<file path="src/rtl/ws2812_if.sv">
// Colour/enable input and serial-line status bundle between the
// frame controller (master) and the WS2812 driver (slave).
interface ws2812_if;
    logic        EN;
    logic [23:0] color;
    logic        DOUT;
    logic        busy;
    logic        frame_done;

    modport master (
        output EN,
        output color,
        input  DOUT,
        input  busy,
        input  frame_done
    );

    modport slave (
        input  EN,
        input  color,
        output DOUT,
        output busy,
        output frame_done
    );
endinterface

</file>
<file path="src/rtl/ws2812_driver.sv">
// Single-wire WS2812 frame serialiser: one latched colour to NUM_LEDS LEDs.
// WS_GRB_ORDER_EN selects the {G,R,B} latch order; default is {R,G,B}.
module ws2812_driver #(
    parameter int NUM_LEDS = 8,
    parameter int T_BIT    = 63,
    parameter int T0H      = 20,
    parameter int T1H      = 40,
    parameter int T_RES    = 2600
) (
    input  logic     CLK,
    input  logic     RST_N,
    ws2812_if.slave  bus
);

    localparam int CW = $clog2(T_BIT);
    localparam int LW = (NUM_LEDS > 1) ? $clog2(NUM_LEDS) : 1;
    localparam int GW = (T_RES > 1) ? $clog2(T_RES) : 1;

    localparam logic [CW-1:0] CYC_LAST = CW'(T_BIT - 1);
    localparam logic [CW-1:0] TH0      = CW'(T0H);
    localparam logic [CW-1:0] TH1      = CW'(T1H);
    localparam logic [LW-1:0] LED_LAST = LW'(NUM_LEDS - 1);
    localparam logic [GW-1:0] GAP_LAST = GW'(T_RES - 1);
    localparam logic [GW-1:0] GAP_PREV = GW'(T_RES - 2);

    typedef enum logic [1:0] {
        IDLE,
        SEND,
        GAP
    } state_t;

    state_t        state;
    logic [23:0]   latch;
    logic [CW-1:0] cyc_cnt;
    logic [4:0]    bit_cnt;
    logic [LW-1:0] led_cnt;
    logic [GW-1:0] gap_cnt;
    logic          dout_q;
    logic          busy_q;
    logic          done_q;

    logic [23:0]   word_in;
    logic          last_cyc;
    logic          last_bit;
    logic          last_led;
    logic          last_gap;
    logic [CW-1:0] cyc_nx;
    logic [4:0]    bit_nx;
    logic          hi_nx;

`ifdef WS_GRB_ORDER_EN
    assign word_in = {bus.color[15:8], bus.color[23:16], bus.color[7:0]};
`else
    assign word_in = bus.color;
`endif

    // DOUT is registered, so the level for the upcoming cycle is
    // derived from the counter values that cycle will hold.
    always_comb begin
        last_cyc = (cyc_cnt == CYC_LAST);
        last_bit = (bit_cnt == 5'd23);
        last_led = (led_cnt == LED_LAST);
        last_gap = (gap_cnt == GAP_LAST);
        cyc_nx   = last_cyc ? '0 : cyc_cnt + CW'(1);
        bit_nx   = bit_cnt;
        if (last_cyc) begin
            bit_nx = last_bit ? 5'd0 : bit_cnt + 5'd1;
        end
        hi_nx = latch[5'd23 - bit_nx] ? (cyc_nx < TH1)
                                      : (cyc_nx < TH0);
    end

    always_ff @(posedge CLK or negedge RST_N) begin
        if (!RST_N) begin
            state   <= IDLE;
            latch   <= '0;
            cyc_cnt <= '0;
            bit_cnt <= '0;
            led_cnt <= '0;
            gap_cnt <= '0;
            dout_q  <= 1'b0;
            busy_q  <= 1'b0;
            done_q  <= 1'b0;
        end else begin
            done_q <= 1'b0;
            unique case (state)
                IDLE: begin
                    dout_q <= 1'b0;
                    busy_q <= 1'b0;
                    if (bus.EN) begin
                        state   <= SEND;
                        latch   <= word_in;
                        cyc_cnt <= '0;
                        bit_cnt <= '0;
                        led_cnt <= '0;
                        dout_q  <= 1'b1;
                        busy_q  <= 1'b1;
                    end
                end
                SEND: begin
                    cyc_cnt <= cyc_nx;
                    bit_cnt <= bit_nx;
                    dout_q  <= hi_nx;
                    if (last_cyc && last_bit) begin
                        if (last_led) begin
                            state   <= GAP;
                            led_cnt <= '0;
                            gap_cnt <= '0;
                            dout_q  <= 1'b0;
                            done_q  <= (T_RES == 1);
                        end else begin
                            led_cnt <= led_cnt + LW'(1);
                        end
                    end
                end
                GAP: begin
                    dout_q <= 1'b0;
                    if (last_gap) begin
                        gap_cnt <= '0;
                        if (bus.EN) begin
                            state   <= SEND;
                            latch   <= word_in;
                            cyc_cnt <= '0;
                            bit_cnt <= '0;
                            led_cnt <= '0;
                            dout_q  <= 1'b1;
                        end else begin
                            state  <= IDLE;
                            busy_q <= 1'b0;
                        end
                    end else begin
                        gap_cnt <= gap_cnt + GW'(1);
                        done_q  <= (T_RES > 1) &&
                                   (gap_cnt == GAP_PREV);
                    end
                end
                default: begin
                    state  <= IDLE;
                    dout_q <= 1'b0;
                    busy_q <= 1'b0;
                end
            endcase
        end
    end

    assign bus.DOUT       = dout_q;
    assign bus.busy       = busy_q;
    assign bus.frame_done = done_q;

endmodule
</file>
<file path="src/flat_wrapper.sv">
// flat-port wrapper written by rule: the top's interface ports become plain ports
module ws2812_driver_flat 
#(
    parameter int NUM_LEDS = 8,
    parameter int T_BIT    = 63,
    parameter int T0H      = 20,
    parameter int T1H      = 40,
    parameter int T_RES    = 2600
)
  (CLK, RST_N, bus_EN, bus_color, bus_DOUT, bus_busy, bus_frame_done);
  ws2812_if bus_i ();
  input  logic CLK;
  input  logic RST_N;
  input wire logic [$bits(bus_i.EN)-1:0] bus_EN;
  input wire logic [$bits(bus_i.color)-1:0] bus_color;
  output wire logic [$bits(bus_i.DOUT)-1:0] bus_DOUT;
  output wire logic [$bits(bus_i.busy)-1:0] bus_busy;
  output wire logic [$bits(bus_i.frame_done)-1:0] bus_frame_done;
  assign bus_i.EN = bus_EN;
  assign bus_i.color = bus_color;
  assign bus_DOUT = bus_i.DOUT;
  assign bus_busy = bus_i.busy;
  assign bus_frame_done = bus_i.frame_done;
  ws2812_driver #(.NUM_LEDS(NUM_LEDS), .T_BIT(T_BIT), .T0H(T0H), .T1H(T1H), .T_RES(T_RES)) u_core (.CLK(CLK), .RST_N(RST_N), .bus(bus_i));
endmodule
</file>
<file path="config.mk">
export PLATFORM = sky130hd
export DESIGN_NAME = ws2812_driver_flat
export DESIGN_NICKNAME = d
export VERILOG_FILES = /design/src/rtl/ws2812_if.sv /design/src/rtl/ws2812_driver.sv /design/src/flat_wrapper.sv
export SDC_FILE = /design/constraint.sdc
export NUM_CORES = 1
export LEC_CHECK = 0
export CORE_MARGIN = 5
export CORE_UTILIZATION = 48
export CTS_BUF_LIST = sky130_fd_sc_hd__clkbuf_8
export DETAILED_ROUTE_END_ITERATION = 6
export PLACE_DENSITY_LB_ADDON = 0.08
export SLEW_MARGIN = 5
export SYNTH_ARGS = -nofsm -noshare
export SYNTH_HDL_FRONTEND = slang
export SYNTH_SLANG_ARGS = --single-unit
export TNS_END_PERCENT = 30
</file>
<file path="constraint.sdc">
create_clock -name CLK -period 3.2 [get_ports CLK]
set_input_delay 0.8 -clock CLK [delete_from_list [all_inputs] [get_ports CLK]]
set_output_delay 0.8 -clock CLK [all_outputs]
set_load 0.05 [all_outputs]
</file>
## After elaboration in Yosys (flattened, before gate mapping)

Index checks and enable logic that the tools add are counted.

- Logic and storage cells: 81
- Register bits: 55
- Bits of input ports: 27
- Output and inout bits: 3

- Equal/unequal tests: 12
- $lt $le $gt $ge: 3
- Bitwise gates (word level): 1
- Reductions and logical operators: 11
- Muxes and demuxes: 40
- Add/sub/neg operators: 5

Operator list:

| operator | count |
|---|---|
| 24-bit 2-to-1 mux | 2 |
| 24-bit one-hot mux with 2 select lines | 1 |
| 12-bit 2-to-1 mux | 3 |
| 12-bit == test (second input constant) | 2 |
| 12-bit one-hot mux with 2 select lines | 1 |
| 5-bit 2-to-1 mux | 4 |
| 6-bit 2-to-1 mux | 3 |
| 6-bit one-hot mux with 3 select lines | 1 |
| 5-bit one-hot mux with 3 select lines | 1 |
| 12-bit by 1-bit adder with 12-bit output (second input constant) | 1 |
| 3-bit 2-to-1 mux | 4 |
| 1-bit 2-to-1 mux | 11 |
| 3-bit one-hot mux with 3 select lines | 1 |
| 3-bit AND reduction | 3 |
| 2-bit 2-to-1 mux | 4 |
| 6-bit by 1-bit adder with 6-bit output (second input constant) | 1 |
| 6-bit == test (second input constant) | 1 |
| 5-bit by 6-bit less-than comparator with 1-bit output (second input constant) | 1 |
| 6-bit by 5-bit less-than comparator with 1-bit output (second input constant) | 1 |
| 6-bit less-than comparator (second input constant) | 1 |
| 2-bit by 1-bit inequality test with 1-bit output (second input constant) | 3 |
| 1-bit one-hot mux with 3 select lines | 2 |
| 2-bit one-hot mux with 3 select lines | 1 |
| 5-bit by 1-bit adder with 5-bit output (second input constant) | 1 |
| other kinds (15) | 18 |

## Depth between registers and ports, before layout

- Depth after elaboration: 10
- Gate-level depth with buffers: 10
- Depth with buffers taken out: 9

## Worst setup path after synthesis

Ideal clock, no wire load.

- Kind: flip-flop to flip-flop
- From: reg u_core.bit_cnt[0]
- To: reg u_core.dout_q, in the netlist u_core.bus.DOUT
- Slack: 0.705 ns
- Setup time: 0.124 ns
- Cell stages (with the launch flop): 9
- Data required time: 3.076 ns
- Arrival: 2.371 ns
- Clock period less this slack: 2.495 ns
- Path through: dfrtp_1 > ha_1 > and4b_1 > or4_4 > nand2_4 > mux2_2 > a2bb2oi_1 > a311o_1 > o31a_1

- Cells in the longest elaborated chain, start to end: 10
- Elaborated cells between the ends (all ways): 12

Ends and longest elaborated chain:

| what | RTL line | text |
|---|---|---|
| start, declared | ws2812_driver.sv:35 | `logic [4:0] bit_cnt;` |
| start signal, assigned | ws2812_driver.sv:102 | `bit_cnt <= bit_nx;` |
| 5-bit by 1-bit adder with 5-bit output or 5-bit == test (tied branches) | ws2812_driver.sv:67, ws2812_driver.sv:61 |  |
| 5-bit 2-to-1 mux | ws2812_driver.sv:67 | `bit_nx = last_bit ? 5'd0 : bit_cnt + 5'd1;` |
| 5-bit 2-to-1 mux | ws2812_driver.sv:66 | `if (last_cyc) begin` |
| 5-bit subtractor | ws2812_driver.sv:69 | `hi_nx = latch[5'd23 - bit_nx] ? (cyc_nx < TH1)` |
| 1-bit binary-select mux with 5-bit select | ws2812_driver.sv:69 |  |
| 1-bit 2-to-1 mux (not written as such) | ws2812_driver.sv:69 |  |
| 1-bit 2-to-1 mux | ws2812_driver.sv:69 |  |
| 1-bit 2-to-1 mux | ws2812_driver.sv:105 | `if (last_led) begin` |
| 1-bit 2-to-1 mux (*) | ws2812_driver.sv:104 | `if (last_cyc && last_bit) begin` |
| 1-bit one-hot mux with 3 select lines (*) | ws2812_driver.sv:86 | `unique case (state)` |
| end signal, assigned | ws2812_driver.sv:103 | `dout_q <= hi_nx;` |
| end, declared | ws2812_driver.sv:38 | `logic dout_q;` |

Every way passes the cells marked *; elsewhere a longest branch is shown, timed or not. The select of a mux whose other input is x is not followed.
A chain may end at the register's enable or synchronous reset.

## Worst setup path after layout

Same ends and word-level chain as after synthesis.

==> flow_summary.json <==
{
  "grt_pass1_vias": 2381,
  "n_antenna_cell": 0,
  "worstPathRequired_ns": 3.40,
  "max_cap_viol_count": 0,
  "tightest_slew_ns": 0.855,
  "pin_count": 30,
  "use_met1_pct": 23.4,
  "vias_per_cell": 5.69,
  "global_route.peak_usage_layer": "met2",
  "worst_slack_ns": 0.414,
  "crit_type": "reg -> reg",
  "area_growth_pct": 15.1,
  "start_util_pct": 49.4,
  "hold_violations": 0,
  "cts_sinks": 55,
  "synth_top_flop_cell": "dfrtp_1",
  "syn_area_um2": 3140,
  "first_iter_violations": 104,
  "avgSynthCellArea_um2": 10.1,
  "finalCritPeriodShare_pct": 87.1,
  "final_common_cell": "dfrtp_1",
  "cp_cell_sequence": "ha_1, and4b_1, or4_4, nand2_4, mux2_2, a2bb2oi_1, a311o_1, o31a_1",
  "synth_seq_area_share_pct": 43.9,
  "wire_per_inst_um": 15.6,
  "cts_setup_buffers": 0,
  "gp_congestion": 0.927,
  "setup_violations": 0,
  "r2r_cells": 8,
  "grt_use_total_pct": 16.7,
  "grt_overflow": 0,
  "slew_headroom_pct": 43.0,
  "syn_inst": 311,
  "fmax_mhz": 359,
  "final_cell_mix": "dfrtp_1, nand2_1, clkdlybuf4s50_1",
  "reg2reg_from": "u_core.bit_cnt[0]",
  "via_count": 2395,
  "grt_pass1_wl_um": 11500,
  "dpl.hpwl_um": 4900,
  "synth.distinct_cells": 60,
  "p_total_mw": 1.21,
  "startpoint": "u_core.bit_cnt[0]",
  "grt_max_degree": 39,
  "synth_seq_cells": 55,
  "rows": 29,
  "hold_buffers": 0,
  "period_needed_ns": 2.79,
  "cts_tree": "done",
  "p_leak_nw": 1.66,
  "cp-endpoint": "u_core.bus.DOUT",
  "port_buffers": 29,
  "drcViolationCount": 0,
  "end_kind": "flip-flop",
  "clkLatencyLatePin_ns": 0.31,
  "async_flop_share_pct": 100,
  "post-place-ws_ns": 0.448,
  "cts_buffer_depth": 2,
  "r2r_end": "u_core.bus.DOUT",
  "rsz0062_at_grt": "no",
  "r2r_slack_ns": 0.41,
  "fp.dieW_um": 90.8,
  "tns_ns": 0,
  "startpoint_type": "flip-flop",
  "layout-drive-gt1-share_pct": 15.1,
  "cpPeakStageDelay_ns": 0.46,
  "numCtsBuffers": 5,
  "die-area_um2": 8250,
  "cts_resized": 0,
  "vdd_drop_max_v": 0.000202,
  "die_h_um": 90.8,
  "status": "finished clean",
  "wl_um": 6560,
  "antenna_found_initial": 0,
  "arrival_ns": 2.99,
  "use_met3_pct": 2.83,
  "met2_usage_pct": 26.4,
  "fin_skew_ns": 0.0137,
  "drtAntennaViolNets": 0,
  "critPathMaxFanout": 12,
  "syn-num-nets": 349,
  "first_pass_iters": 6,
  "critPathSlowestCell": "dfrtp_1",
  "ctsHtreeMaxLevel": 2,
  "yosysWarnings": 0,
  "clk_pin_slew_ns": 0.10,
  "synth-edff-count": 0,
  "min_path_type": "reg -> reg",
  "fin_nets": 381,
  "utilization_pct": 56.8,
  "whs_ns": 0.516,
  "coreArea_um2": 6350,
  "root_buffer": "clkbuf_8",
  "final-max-slew-violation-count": 0,
  "p_per_area_nw_per_um2": 334
}
-- area by class of cell --
type	instances	area, µm²
fill	567	2740
multi-input combinational	238	1670
sequential	55	1380
timing repair buffer	35	330
tap	77	96.3
clock buffer	5	68.8
clock inverter	3	42.5
inverter	8	30.0
-- sequential cells by signal (all words and copies together) (netlist names) --
signal                 cells
u_core.bus.busy            1
u_core.led_cnt             3
u_core.latch              24
u_core.state               2
u_core.bit_cnt             5
u_core.cyc_cnt             6
u_core.gap_cnt            12
u_core.bus.DOUT            1
u_core.bus.frame_done      1
-- worst max-delay path, delay by kind of cell, from the launching register on --
| family | cells | cell delay [ns] |
|---|---|---|
| compound gates | 3 | 0.64 |
| fa+ha+maj | 1 | 0.33 |
| flops | 1 | 0.46 |
| mux | 1 | 0.35 |
| simple gates | 3 | 0.90 |
-- cells by family (layout without fill, tap and decap cells) --
| logic type | after synthesis | in the layout | synth area share (%) |
|---|---|---|---|
| adder cells (fa/ha/maj) | 11 | 11 | 4.39 |
| multiplexers | 37 | 37 | 12.9 |
| flip-flops | 55 | 55 | 43.9 |
| buffers and inverters | 18 | 51 | 2.99 |
| AO/OA/AOI/OAI | 73 | 73 | 15.3 |
| AND/OR/NAND/NOR | 111 | 111 | 18.8 |
| XOR/XNOR | 6 | 6 | 1.68 |
-- worst min path at each step --
stage,start,end,slack (ns),cells after the start
finish,u_core.latch[7],u_core.latch[7],0.52,1
global route,u_core.latch[7],u_core.latch[7],0.53,1
CTS,u_core.gap_cnt[5],u_core.gap_cnt[5],0.51,1
detailed placement,u_core.latch[17],u_core.latch[17],0.49,1
global placement,u_core.latch[6],u_core.latch[6],0.49,1
floorplan,u_core.gap_cnt[5],u_core.gap_cnt[5],0.46,1
-- report_power, final --
part	leakage, nW	internal (mW)	switching, mW
clock network	0.0599	0.234	0.224
registers	0.747	0.695	0.000309
logic	0.851	0.0301	0.0218
-- metal layers --
| layer | wire length (µm) | vias to the layer above |
|---|---|---|
| li1 | - | 1197 |
| met1 | 3190 | 1147 |
| met2 | 3070 | 42 |
| met3 | 216 | 9 |
| met4 | 83 | 0 |
| met5 | 0 | - |
-- cells in the mapped netlist, types with 4 or more instances --
library cell / n / area, µm²
mux2i_1: 10 / 100
nand3_1: 11 / 55.1
o31ai_1: 9 / 67.6
clkbuf_1: 4 / 15.0
and3_1: 6 / 37.5
o21ai_1: 5 / 25.0
nand2b_1: 4 / 25.0
ha_1: 11 / 138
nor2b_1: 6 / 37.5
nand2_1: 40 / 150
inv_1: 8 / 30.0
nor2_1: 16 / 60.1
o21ai_0: 24 / 120
dfrtp_1: 55 / 1380
mux2_2: 26 / 293
a21oi_1: 9 / 45.0
xor2_1: 6 / 52.6
-- stage by stage --
stage / cells / cell area, µm²
final: 421 / 3610
after global routing: 421 / 3610
after CTS: 421 / 3610
after detailed placement: 413 / 3500
after global placement: 413 / 3500
after floorplan: 311 / 3140
No activity file was read; power rests on OpenSTA's default activity.
==> variant 1, RTL diff (same settings) <==
`T_RES` is set to 2600 in 2 places; all go to 5200.
--- a/src/rtl/ws2812_driver.sv
+++ b/src/rtl/ws2812_driver.sv
@@ -5,7 +5,7 @@
     parameter int T_BIT    = 63,
     parameter int T0H      = 20,
     parameter int T1H      = 40,
-    parameter int T_RES    = 2600
+    parameter int T_RES    = 5200
 ) (
     input  logic     CLK,
     input  logic     RST_N,
--- a/src/flat_wrapper.sv
+++ b/src/flat_wrapper.sv
@@ -5,7 +5,7 @@
     parameter int T_BIT    = 63,
     parameter int T0H      = 20,
     parameter int T1H      = 40,
-    parameter int T_RES    = 2600
+    parameter int T_RES    = 5200
 )
   (CLK, RST_N, bus_EN, bus_color, bus_DOUT, bus_busy, bus_frame_done);
   ws2812_if bus_i ();
Check against the original RTL: same outputs for any inputs over 10 cycles, from zero or initial values and one cycle with RST_N low; that may be too few to reach the edited logic, so the function may still have changed.
==> variant 1 against the unedited design <==
  * Area after synthesis rose by 5.2%
  * Sequential cell count rose by 1
  * Critical endpoint unchanged
  * Final area rose by 4.0%
  * Routed wire length rose by 2.2%
  * Non-clock buffer count fell by 1
  * Setup slack improved by 0.10 ns
  * Die area rose by 4.6%
  * Critical path type unchanged
Power is not compared: it rests on default switching activity, and its combinational part moved more than twofold at a synthesized area within 25%.
==> variant 1: results (changes against the unedited design) <==
Placement
  – Post-Place Cell Area: 0.00365 mm2 (was 0.00350 mm2)
  – DPL Wire Length: 4850 um (was 4900 um)

Synth
  – Commonest cells in the netlist: dfrtp_1, nand2_1, nor2_1, mux2_4, nand3_1 (was dfrtp_1, nand2_1, mux2_2, o21ai_0, nor2_1)
  – Netlist cell types: 55 (was 60)
  – Syn_nets: 354 (was 349)
  – Top post-synthesis cells by area: dfrtp_1, mux2_4, nand2_1 (was dfrtp_1, mux2_2, nand2_1)
  – Sequential-to-total area share from yosys stat: 42.5% (was 43.9%)

Finish
  – Reg area: 0.00140 mm2 (was 0.00138 mm2)
  – Fraction of layout cells with a size suffix above 1: 15.9% (was 15.1%)
  – Inverters excl. clock: 11 (was 8)
  – Non-clk bufs: 34 (was 35)
  – Buffering overhead: 8.60% (was 9.15%)
  – Clock-cell share: 2.63% (was 3.08%)
  – # nets final: 384 (was 381)
  – Biggest regs: u_core.latch (24), u_core.gap_cnt (13), u_core.cyc_cnt (6) (was u_core.latch (24), u_core.gap_cnt (12), u_core.cyc_cnt (6))
  – # fillers: 595 (was 567)
  – Multi-input logic portion of the cell area: 47.7% (was 46.1%)

Power and ir drop
  – Clock power share: 17.2%
  – VDD IR-drop max: 0.000275 V
  – P_leak: 1.64 nW

Route
  – First-pass iteration count of the detailed router: 4 (was 6)
  – Routed wire length: 6700 um (was 6560 um)
  – Post-DR vias/cell: 5.68 (was 5.69)
  – Initial drt markers: 101 (was 104)

STA
  – Slew @ Worst Pin: 1.05 ns (was 0.855 ns)
  – Clk_skew: 0.00626 ns (was 0.0137 ns)

Global routing
  – GRT Total Usage: 16.5% (was 16.7%)
  – Vias in the first global route: 2393 (was 2381)
  – Largest net degree at the start of global routing: 57 (was 39)
  – First-pass GRT wire length: 11400 um (was 11500 um)

Setup path
  – CP Max Fanout: 8 (was 12)
  – Arr. time, crit path: 2.86 ns (was 2.99 ns)
  – R2R setup slack: 0.52 ns (was 0.41 ns)
  – Worst R2R Start: u_core.bit_cnt[1] (was u_core.bit_cnt[0])
  – Crit-path max cell delay: 0.51 ns (was 0.46 ns)

Worst hold path
  – Hold EP: u_core.led_cnt[1] (was u_core.latch[7])
  – Hold depth: 2 (was 1)
  – Hold_sp: u_core.led_cnt[1] (was u_core.latch[7])

Status
  – Status: finished clean (unchanged)

Clocking
  – CTS sink cnt: 56 (was 55)
variant 1: cell count changes after synthesis, moves of 3 or more:
cell / change
nor2b_1: -3
o21ai_0: -10
xnor2_1: +5
nand3_1: +5
o21ai_1: -5
buf_6: +4
nor3_1: +4
mux2_4: +20
mux2_2: -17
and3_1: -3
nor2_1: +9
xor2_1: +3
nand2b_1: -4
variant 1: logic make-up (layout without fill, tap and decap cells):
family	after synthesis	count (layout)	synth area share [%]
adder cells (fa/ha/maj)	11	11	4.17
multiplexers	43	43	17.6
buffers and inverters	22	51	3.49
AND/OR/NAND/NOR	116	116	17.3
XOR/XNOR	14	14	3.72
AO/OA/AOI/OAI	54	54	11.3
flip-flops	56	56	42.5
variant 1: how the worst max path moves through the flow:
| stage | startpoint | to | slack, ns | cells past startpoint |
|---|---|---|---|---|
| CTS | u_core.bit_cnt[1] | u_core.bus.DOUT | 0.51 | 8 |
| detailed placement | u_core.bit_cnt[1] | u_core.bus.DOUT | 0.52 | 8 |
| finish | u_core.bit_cnt[1] | u_core.bus.DOUT | 0.52 | 8 |
| global route | u_core.bit_cnt[1] | u_core.bus.DOUT | 0.31 | 8 |
| floorplan | u_core.cyc_cnt[0] | u_core.bus.DOUT | 0.79 | 10 |
| global placement | u_core.bit_cnt[1] | u_core.bus.DOUT | 0.56 | 8 |
variant 1: through the flow:
stage	util, %	hold WS (ns)	std cells	setup WS [ns]
global placement	54.1	0.477	419	0.559
global route	55.6	0.527	425	0.315
floorplan	-	0.454	316	0.787
finish	55.6	0.490	425	0.519
detailed placement	54.1	0.475	419	0.525
CTS	55.6	0.496	425	0.508
variant 1: metal layers:
metal	GRT usage, %	routed length (um)
met1	21.8	3170
met2	27.4	3190
met3	3.33	245
met4	4.64	97
met5	0	0
==> variant 2, RTL diff (config.mk and constraints unchanged) <==
Without the edit above. Reset style: synchronous (`RST_N`), changed in one clocked block.
--- a/src/rtl/ws2812_driver.sv
+++ b/src/rtl/ws2812_driver.sv
@@ -70,7 +70,7 @@
                                       : (cyc_nx < TH0);
     end
 
-    always_ff @(posedge CLK or negedge RST_N) begin
+    always_ff @(posedge CLK) begin
         if (!RST_N) begin
             state   <= IDLE;
             latch   <= '0;
Function: differs if RST_N is asserted again (counterexample within 4 cycles, from zero or initial values and one cycle with RST_N low); with RST_N held inactive, the same outputs for 10 cycles.
==> variant 2 against the unedited design <==
  * Setup slack better by 0.18 ns
  * Routed wire length shrank 10%
  * Global-route usage is 0.063 points lower
  * Utilization fell by 0.24 points
  * Via count fell by 4.1%
  * Final area shrank 8.2%
  * Area after synthesis decreased by 9.1%
  * Maximum frequency grew 6.9%
  * Sequential cell count unchanged
  * Critical path depth is 1 higher
  * Synthesized cell count up 8.0%
  * Largest cell class unchanged
Power is not compared: it rests on default switching activity, and its combinational part moved more than twofold at a synthesized area within 25%.
==> variant 2: results (changes against the unedited design) <==
Status
  – Status: finished clean (unchanged)

Clocking
  – Max Buffers Root-to-Sink: 2 (unchanged)
  – Clk root buf: clkbuf_8 (unchanged)
  – CTS clock-pin slew for the worst setup and hold paths: 0.10 ns (about the same)
  – Num CTS Buffers: 5 (unchanged)
  – # hold bufs at CTS: 0 (unchanged)
  – Number of gates resized after cts: 0 (unchanged)
  – H-tree levels: 2 (unchanged)
  – Worst skew pair latency: 0.31 ns (about the same)

Placement
  – PortBufs: 29 (unchanged)
  – # placed instances: 429 (was 413)
  – DPL Wire Length: 4150 um (was 4900 um)
  – GP Congestion: 0.812 (was 0.927)
  – Place WS: 0.664 ns (was 0.448 ns)

Synth
  – Commonest cells in the netlist: nand2_1, dfxtp_1, a21boi_0, a21oi_1, nor2_1 (was dfrtp_1, nand2_1, mux2_2, o21ai_0, nor2_1)
  – Sequential-to-total area share from yosys stat: 38.6% (was 43.9%)
  – Synth Instances: 336 (was 311)
  – Post-synth ARST share: 0% (was 100%)
  – Yosys warnings: 0 (unchanged)
  – Top post-synthesis cells by area: dfxtp_1, nand2_1, a21boi_0 (was dfrtp_1, mux2_2, nand2_1)
  – Syn_nets: 370 (was 349)
  – Top-area cell type share of the netlist area: 38.6% (was 43.9%)
  – Netlist cell types: 49 (was 60)

Setup path
  – Crit-path max cell delay: 0.44 ns (was 0.46 ns)
  – Delay-heaviest family, CP: multiplexers (was simple AND/OR/NAND/NOR gates)
  – Critical path's slowest cell: dfxtp_1 (was dfrtp_1)
  – Worst R2R Start: u_core.cyc_cnt[1] (was u_core.bit_cnt[0])
  – Capturing point of the worst reg2reg path: u_core.bus.DOUT (unchanged)
  – CP Max Fanout: 12 (unchanged)
  – Arr. time, crit path: 2.83 ns (was 2.99 ns)

Route
  – Highest metal used: met4 (unchanged)
  – Initial drt markers: 121 (was 104)
  – First-pass iteration count of the detailed router: 4 (was 6)
  – WL met3: 241 um (was 216 um)
  – WL met2: 2570 um (was 3070 um)
  – Wl on met1: 3010 um (was 3190 um)
  – Routed wire length: 5870 um (was 6560 um)
  – Via count: 2297 (was 2395)

Worst hold path
  – Hold EP: u_core.latch[20] (was u_core.latch[7])
  – Hold/Removal Path Class: register to register (unchanged)
  – Hold depth: 2 (was 1)
  – Hold_sp: u_core.latch[20] (was u_core.latch[7])

Finish
  – Antenna diodes: 0 (unchanged)
  – # nets final: 395 (was 381)
  – Fraction of layout cells with a size suffix above 1: 8.29% (was 15.1%)
  – Biggest regs: u_core.latch (24), u_core.gap_cnt (12), u_core.cyc_cnt (6) (unchanged)
  – Fin cells: 437 (was 421)

Global routing
  – Vias in the first global route: 2171 (was 2381)
  – First-pass GRT wire length: 10200 um (was 11500 um)
  – GRT Total Usage: 16.6% (was 16.7%)
  – Largest net degree at the start of global routing: 23 (was 39)

Power and ir drop
  – Switching share of power: between 20% and 30%
  – VDD IR-drop max: 0.000229 V
  – P_leak: ~1.2 nW

STA
  – Worst Slack Setup Final: 0.595 ns (was 0.414 ns)
  – Clk_skew: 0.00635 ns (was 0.0137 ns)
  – Slew @ Worst Pin: 0.676 ns (was 0.855 ns)
-- variant 2: worst max path at each step --
stage | from | endpoint
CTS | u_core.cyc_cnt[1] | u_core.bus.DOUT
global placement | u_core.cyc_cnt[0] | u_core.bus.DOUT
global route | u_core.cyc_cnt[0] | u_core.bus.DOUT
detailed placement | u_core.cyc_cnt[1] | u_core.bus.DOUT
finish | u_core.cyc_cnt[1] | u_core.bus.DOUT
floorplan | u_core.cyc_cnt[1] | u_core.bus.DOUT
-- variant 2: cells by family after synthesis --
group | Yosys count | share of synthesized area, %
DFF | 55 | 38.6
xor gates and xnor gates | 11 | 3.38
adders and majority gates | 7 | 3.07
muxes | 19 | 7.81
and+or+nand+nor | 143 | 24.4
buffers and inverters | 25 | 4.21
AOI/OAI and AO/OA | 76 | 18.5
-- variant 2: metrics by stage --
step | area [um2] | hold slack (ns)
after global placement | 3200 | 0.453
after floorplan | 2850 | 0.440
after CTS | 3310 | 0.472
final | 3310 | 0.468
after global routing | 3310 | 0.483
after detailed placement | 3200 | 0.458
-- variant 2: cell type report --
cell class              count  area [um2]
clock buffers               5        68.8
clock inverters             3        43.8
fillers                   561        2540
inverters                   6        22.5
multi-input cells         256        1630
flip-flops and latches     55        1100
well taps                  75        93.8
repair buffers             37         350
-- variant 2: power by group through the flow --
| stage | Sequential [W] | Combinational [W] | Clock (W) |
|---|---|---|---|
| global route | 0.000751 | 0.000257 | 0.000512 |
| floorplan | 0.000763 | 0.000142 | 0 |
| detailed placement | 0.000762 | 0.000233 | 0 |
| global placement | 0.000762 | 0.000230 | 0 |
| CTS | 0.000746 | 0.000233 | 0.000485 |
| finish | 0.000746 | 0.000231 | 0.000467 |
-- variant 2: routing by layer --
layer,vias up,global-route usage (%)
li1,1212,-
met1,1050,22.8
met2,30,26.4
met3,5,3.60
met4,0,4.25
met5,-,0
